$ cat src/rtl/req_ack_tracker.sv
// Multi-channel req/ack responder: each accepted req pulse returns an ack exactly
// LATENCY cycles later; reqs inside the per-channel spacing window are rejected and flagged.
module req_ack_tracker #(
  parameter int CHANNELS = 2,
  parameter int LATENCY  = 4,
  parameter int MIN_GAP  = 7,
  parameter int CNT_W    = 8,
  parameter int OUT_W    = $clog2(LATENCY + 1)
) (
  input  logic                      clk,
  input  logic                      rst,
  input  logic [CHANNELS-1:0]       req,
  input  logic [CHANNELS-1:0]       clear_err,
  output logic [CHANNELS-1:0]       ack,
  output logic [CHANNELS-1:0]       err,
  output logic [CHANNELS*OUT_W-1:0] outstanding,
  output logic [CHANNELS*CNT_W-1:0] accepted,
  output logic                      idle
);

  // A zero-width counter is illegal, so MIN_GAP=0 keeps a 1-bit counter that stays at 0.
  localparam int GAP_W = (MIN_GAP > 0) ? $clog2(MIN_GAP + 1) : 1;
  localparam logic [GAP_W-1:0] GAP_LOAD = GAP_W'(MIN_GAP);
  localparam logic [CNT_W-1:0] CNT_MAX  = '1;

  for (genvar c = 0; c < CHANNELS; c++) begin : g_ch
    logic [GAP_W-1:0]   gap_cnt;
    logic [LATENCY-1:0] ack_pipe;
    logic [OUT_W-1:0]   out_cnt;
    logic [CNT_W-1:0]   acc_cnt;
    logic               err_q;
    logic               accept;
    logic               reject;
    logic               ack_c;

    assign accept = req[c] && (gap_cnt == '0);
    assign reject = req[c] && (gap_cnt != '0);
    assign ack_c  = ack_pipe[LATENCY-1];

    always_ff @(posedge clk) begin
      if (rst) begin
        gap_cnt  <= '0;
        ack_pipe <= '0;
        out_cnt  <= '0;
        acc_cnt  <= '0;
        err_q    <= 1'b0;
      end else begin
        // Window restarts only on accepted reqs; rejected ones never extend it.
        if (accept) begin
          gap_cnt <= GAP_LOAD;
        end else if (gap_cnt != '0) begin
          gap_cnt <= gap_cnt - GAP_W'(1);
        end

        ack_pipe <= LATENCY'({ack_pipe, accept});

        case ({accept, ack_c})
          2'b10:   out_cnt <= out_cnt + OUT_W'(1);
          2'b01:   out_cnt <= out_cnt - OUT_W'(1);
          default: out_cnt <= out_cnt;
        endcase

        if (accept && (acc_cnt != CNT_MAX)) begin
          acc_cnt <= acc_cnt + CNT_W'(1);
        end

        // A new violation beats a simultaneous clear so no event is lost.
        if (reject) begin
          err_q <= 1'b1;
        end else if (clear_err[c]) begin
          err_q <= 1'b0;
        end
      end
    end

    assign ack[c]                        = ack_c;
    assign err[c]                        = err_q;
    assign outstanding[c*OUT_W +: OUT_W] = out_cnt;
    assign accepted[c*CNT_W +: CNT_W]    = acc_cnt;
  end

  assign idle = (outstanding == '0);

endmodule

$ cat config.mk
export PLATFORM = sky130hd
export DESIGN_NAME = req_ack_tracker
export DESIGN_NICKNAME = d
export VERILOG_FILES = /design/src/rtl/req_ack_tracker.sv
export SDC_FILE = /design/constraint.sdc
export NUM_CORES = 1
export LEC_CHECK = 0
export CORE_ASPECT_RATIO = 0.6
export CORE_UTILIZATION = 46
export DETAILED_ROUTE_END_ITERATION = 10
export GPL_ROUTABILITY_DRIVEN = 0
export HOLD_SLACK_MARGIN = 0.12
export PLACE_DENSITY = 0.76
export SYNTH_ARGS = -nofsm -noshare
export SYNTH_HDL_FRONTEND = slang
export SYNTH_SLANG_ARGS = --single-unit
$ cat constraint.sdc
create_clock -name clk -period 2.09 [get_ports clk]
set_clock_uncertainty 0.1 [all_clocks]
set_input_delay 0.209 -clock clk [delete_from_list [all_inputs] [get_ports clk]]
set_output_delay 0.209 -clock clk [all_outputs]
set_load 0.01 [all_outputs]
==> flow_summary.toml <==
[placed_design]
place_ws_ns = -0.211
post_dp_cell_area_um2 = 2160
dp_hpwl_um = 2610
io_buffers = 32

[run_status]
status = "complete, but fails checks"
violations = "negative setup slack"

[timing]
period_share_pct = 102
fin_ws_ns = -0.0369
finalSetupViolCount = 2
report.final.slew_viol_count = 0
hold_viol_final = 0
max_freq_mhz = 470
fin_crit_ns = 2.13
worst_slew_margin_rel_pct = 69.9
tightest_slew_ns = 0.446
rsz0062_at_grt = "yes"

[floorplanning]
core-area_um2 = 3440
io_pins = 33
start_util_pct = 50.9
die_w_um = 81.7
die-area_um2 = 4070
fp.dieH_um = 49.8
num_rows = 16

[routing]
drcViolationCount = 0
wl_met1_um = 1790
drt_wl_total_um = 3870
drtIter0Drc = 47
wl_met2_um = 1730
wl_per_cell_um = 13.8
via_per_inst = 5.47
dr.pass1.iters = 4
drtAntennaViolNets = 0
wl_met3_um = 276
dr_total_vias = 1532
top_layer = "met4"

[cts]
cts_tree = "built"
cts_buffers = 5
cts-root-buf = "clkbuf_8"
cts.sinks = 38
clock_latency_ns = 0.28
cts-htree-levels = 2
clk_pin_slew_ns = 0.07
clk_path_buf_depth = 2

[synth]
yosys_warnings = 0
syn_nets = 207
async_flop_share_pct = 0
ys_seq_elements = 38
ys.flop_type = "dfxtp_1"
postSynthCellCount = 191
synth.cell_area_um2 = 1750
postSynthAreaPerCell_um2 = 9.18
synth_seq_area_share_pct = 43.4
synth_edf_count = 0
yosysUniqueCellTypes = 39

[power]
switching_power_w = 0.000737
peakVddDrop_mv = 0.600
p_sw_share_pct = 32.1
p_int_w = 0.00156
seqPwrFrac_pct = 41.2
p_comb_share_pct = 36.4
power_density_nw_per_um2 = 992
clockPowerShare_pct = 22.4
leakage_nw = 0.863

[grt]
grt_pass1_wl_um = 6090
grt_pass1_vias = 1375
gr-usage-all-layers_pct = 20.0
grt_max_degree = 39
antenna_found_initial = 0
grt.overflow.total = 0

[setup_path]
criticalPathCategory = "register to register"
cp_data_arrival_time_ns = 2.25
cp-end-kind = "register"
cp.required_ns = 2.21
crit_fanout = 2
start_kind = "register"

[final_layout]
register_area_um2 = 766
synthToLayoutAreaGrowth_pct = 32.2
layout_commonest_cell = "dfxtp_1"
final_cell_mix = "dfxtp_1 (34), clkdlybuf4s50_1 (31), nor2_1 (24)"
drive_above_1_share_pct = 18.7
nFillCells = 266
multi_input_area_um2 = 936
antenna_cells = 0
final_nets = 250
fin_area_um2 = 2320

[hold_path]
hp-class = "register to register"

[run]
drv_cap = 0
[power groups by stage]
stage	clock, W	combinational (W)	sequential (W)
2_1_floorplan	0	0.000486	0.000946
3_3_place_gp	0	0.000719	0.000937
3_5_place_dp	0	0.000749	0.000944
4_1_cts	0.000525	0.000742	0.000934
5_1_grt	0.000561	0.000943	0.000965
6_report	0.000516	0.000836	0.000947
[layer usage]
layer	GRT usage, %	up-vias
met5	0	-
met4	7.89	0
met3	6.11	9
met2	30.6	65
met1	26.3	710
li1	-	748
[critical path: stages, from the launching register on]
cell     delay, ns
dfxtp_2       0.36
inv_2         0.06
ha_4          0.16
and3b_2       0.22
inv_4         0.07
ha_4          0.12
inv_2         0.03
fa_2          0.33
xor2_1        0.17
or3_1         0.30
a21oi_1       0.14
[layout make-up]
type	instances	share of cell area (%)
Multi-Input combinational cell	133	40.4
Sequential cell	38	33.0
Timing Repair Buffer	47	18.6
Clock buffer	7	3.73
Tap cell	45	2.43
Inverter	9	1.57
Clock inverter	1	0.216
[cell families (layout without fill, tap and decap cells)]
| family | Yosys count | after routing | synth area share, % |
|---|---|---|---|
| muxes | 6 | 6 | 3.43 |
| adders and majority gates | 10 | 10 | 7.99 |
| buffers and inverters | 20 | 64 | 6.85 |
| and+or+nand+nor | 77 | 77 | 22.6 |
| AOI/OAI and AO/OA | 33 | 33 | 12.2 |
| xor gates and xnor gates | 7 | 7 | 3.50 |
| DFF | 38 | 38 | 43.4 |
[through the flow]
| step | TNS (ns) | power (W) | instances | hold slack, ns | utilization (%) |
|---|---|---|---|---|---|
| finish | -0.0371 | 0.00230 | 280 | 0.337 | 67.3 |
| global route | -0.188 | 0.00247 | 280 | 0.351 | 67.3 |
| CTS | -0.0817 | 0.00220 | 277 | 0.341 | 65.4 |
| detailed placement | -0.328 | 0.00169 | 269 | 0.324 | 62.7 |
| global placement | -0.182 | 0.00166 | 269 | 0.316 | 62.7 |
| floorplan | -0.0147 | 0.00143 | 191 | 0.248 | - |
[what timing repair did]
action	CTS	global route
pin swaps	2	5
endpoints found under the setup margin	3	3
hold buffers	0	0
gates resized for setup	3	13
buffers inserted	0	3
[cells in the mapped netlist (2+ instances only)]
cell type	instances	area (um2)
xor2_1	5	43.8
fa_1	2	40.0
mux2i_1	6	60.1
nand2b_1	3	18.8
and3_1	2	12.5
o21ai_0	6	30.0
xnor2_1	2	17.5
a211oi_1	11	82.6
a21oi_1	10	50.1
nor2_1	24	90.1
or4_1	2	15.0
buf_4	4	30.0
nor2b_1	10	62.6
nand3_1	5	25.0
nor3_1	8	40.0
nand2_1	10	37.5
or3_1	3	18.8
nand4_1	3	18.8
clkbuf_1	2	7.51
o31ai_1	2	15.0
dfxtp_1	38	761
ha_1	8	100
inv_1	8	30.0
buf_6	2	22.5
[final timing paths]
check | startpoint | endpoint | slack, ns | depth (start not counted)
worst max-delay path | g_ch[0].gap_cnt[1] | g_ch[0].out_cnt[2] | -0.04 | 10
worst min-delay path | g_ch[0].ack_pipe[0] | g_ch[0].ack_pipe[1] | 0.34 | 1
worst max register to register | g_ch[0].gap_cnt[1] | g_ch[0].out_cnt[2] | -0.04 | 10
worst min register to register | g_ch[0].ack_pipe[0] | g_ch[0].ack_pipe[1] | 0.34 | 1
[registers in the layout (all words and copies together) (netlist names)]
register and flops:
g_ch.err_q 2, g_ch.ack_pipe 8, g_ch.out_cnt 6, g_ch.gap_cnt 6
g_ch.acc_cnt 16
Note: power is estimated with default switching activity, not from simulation.
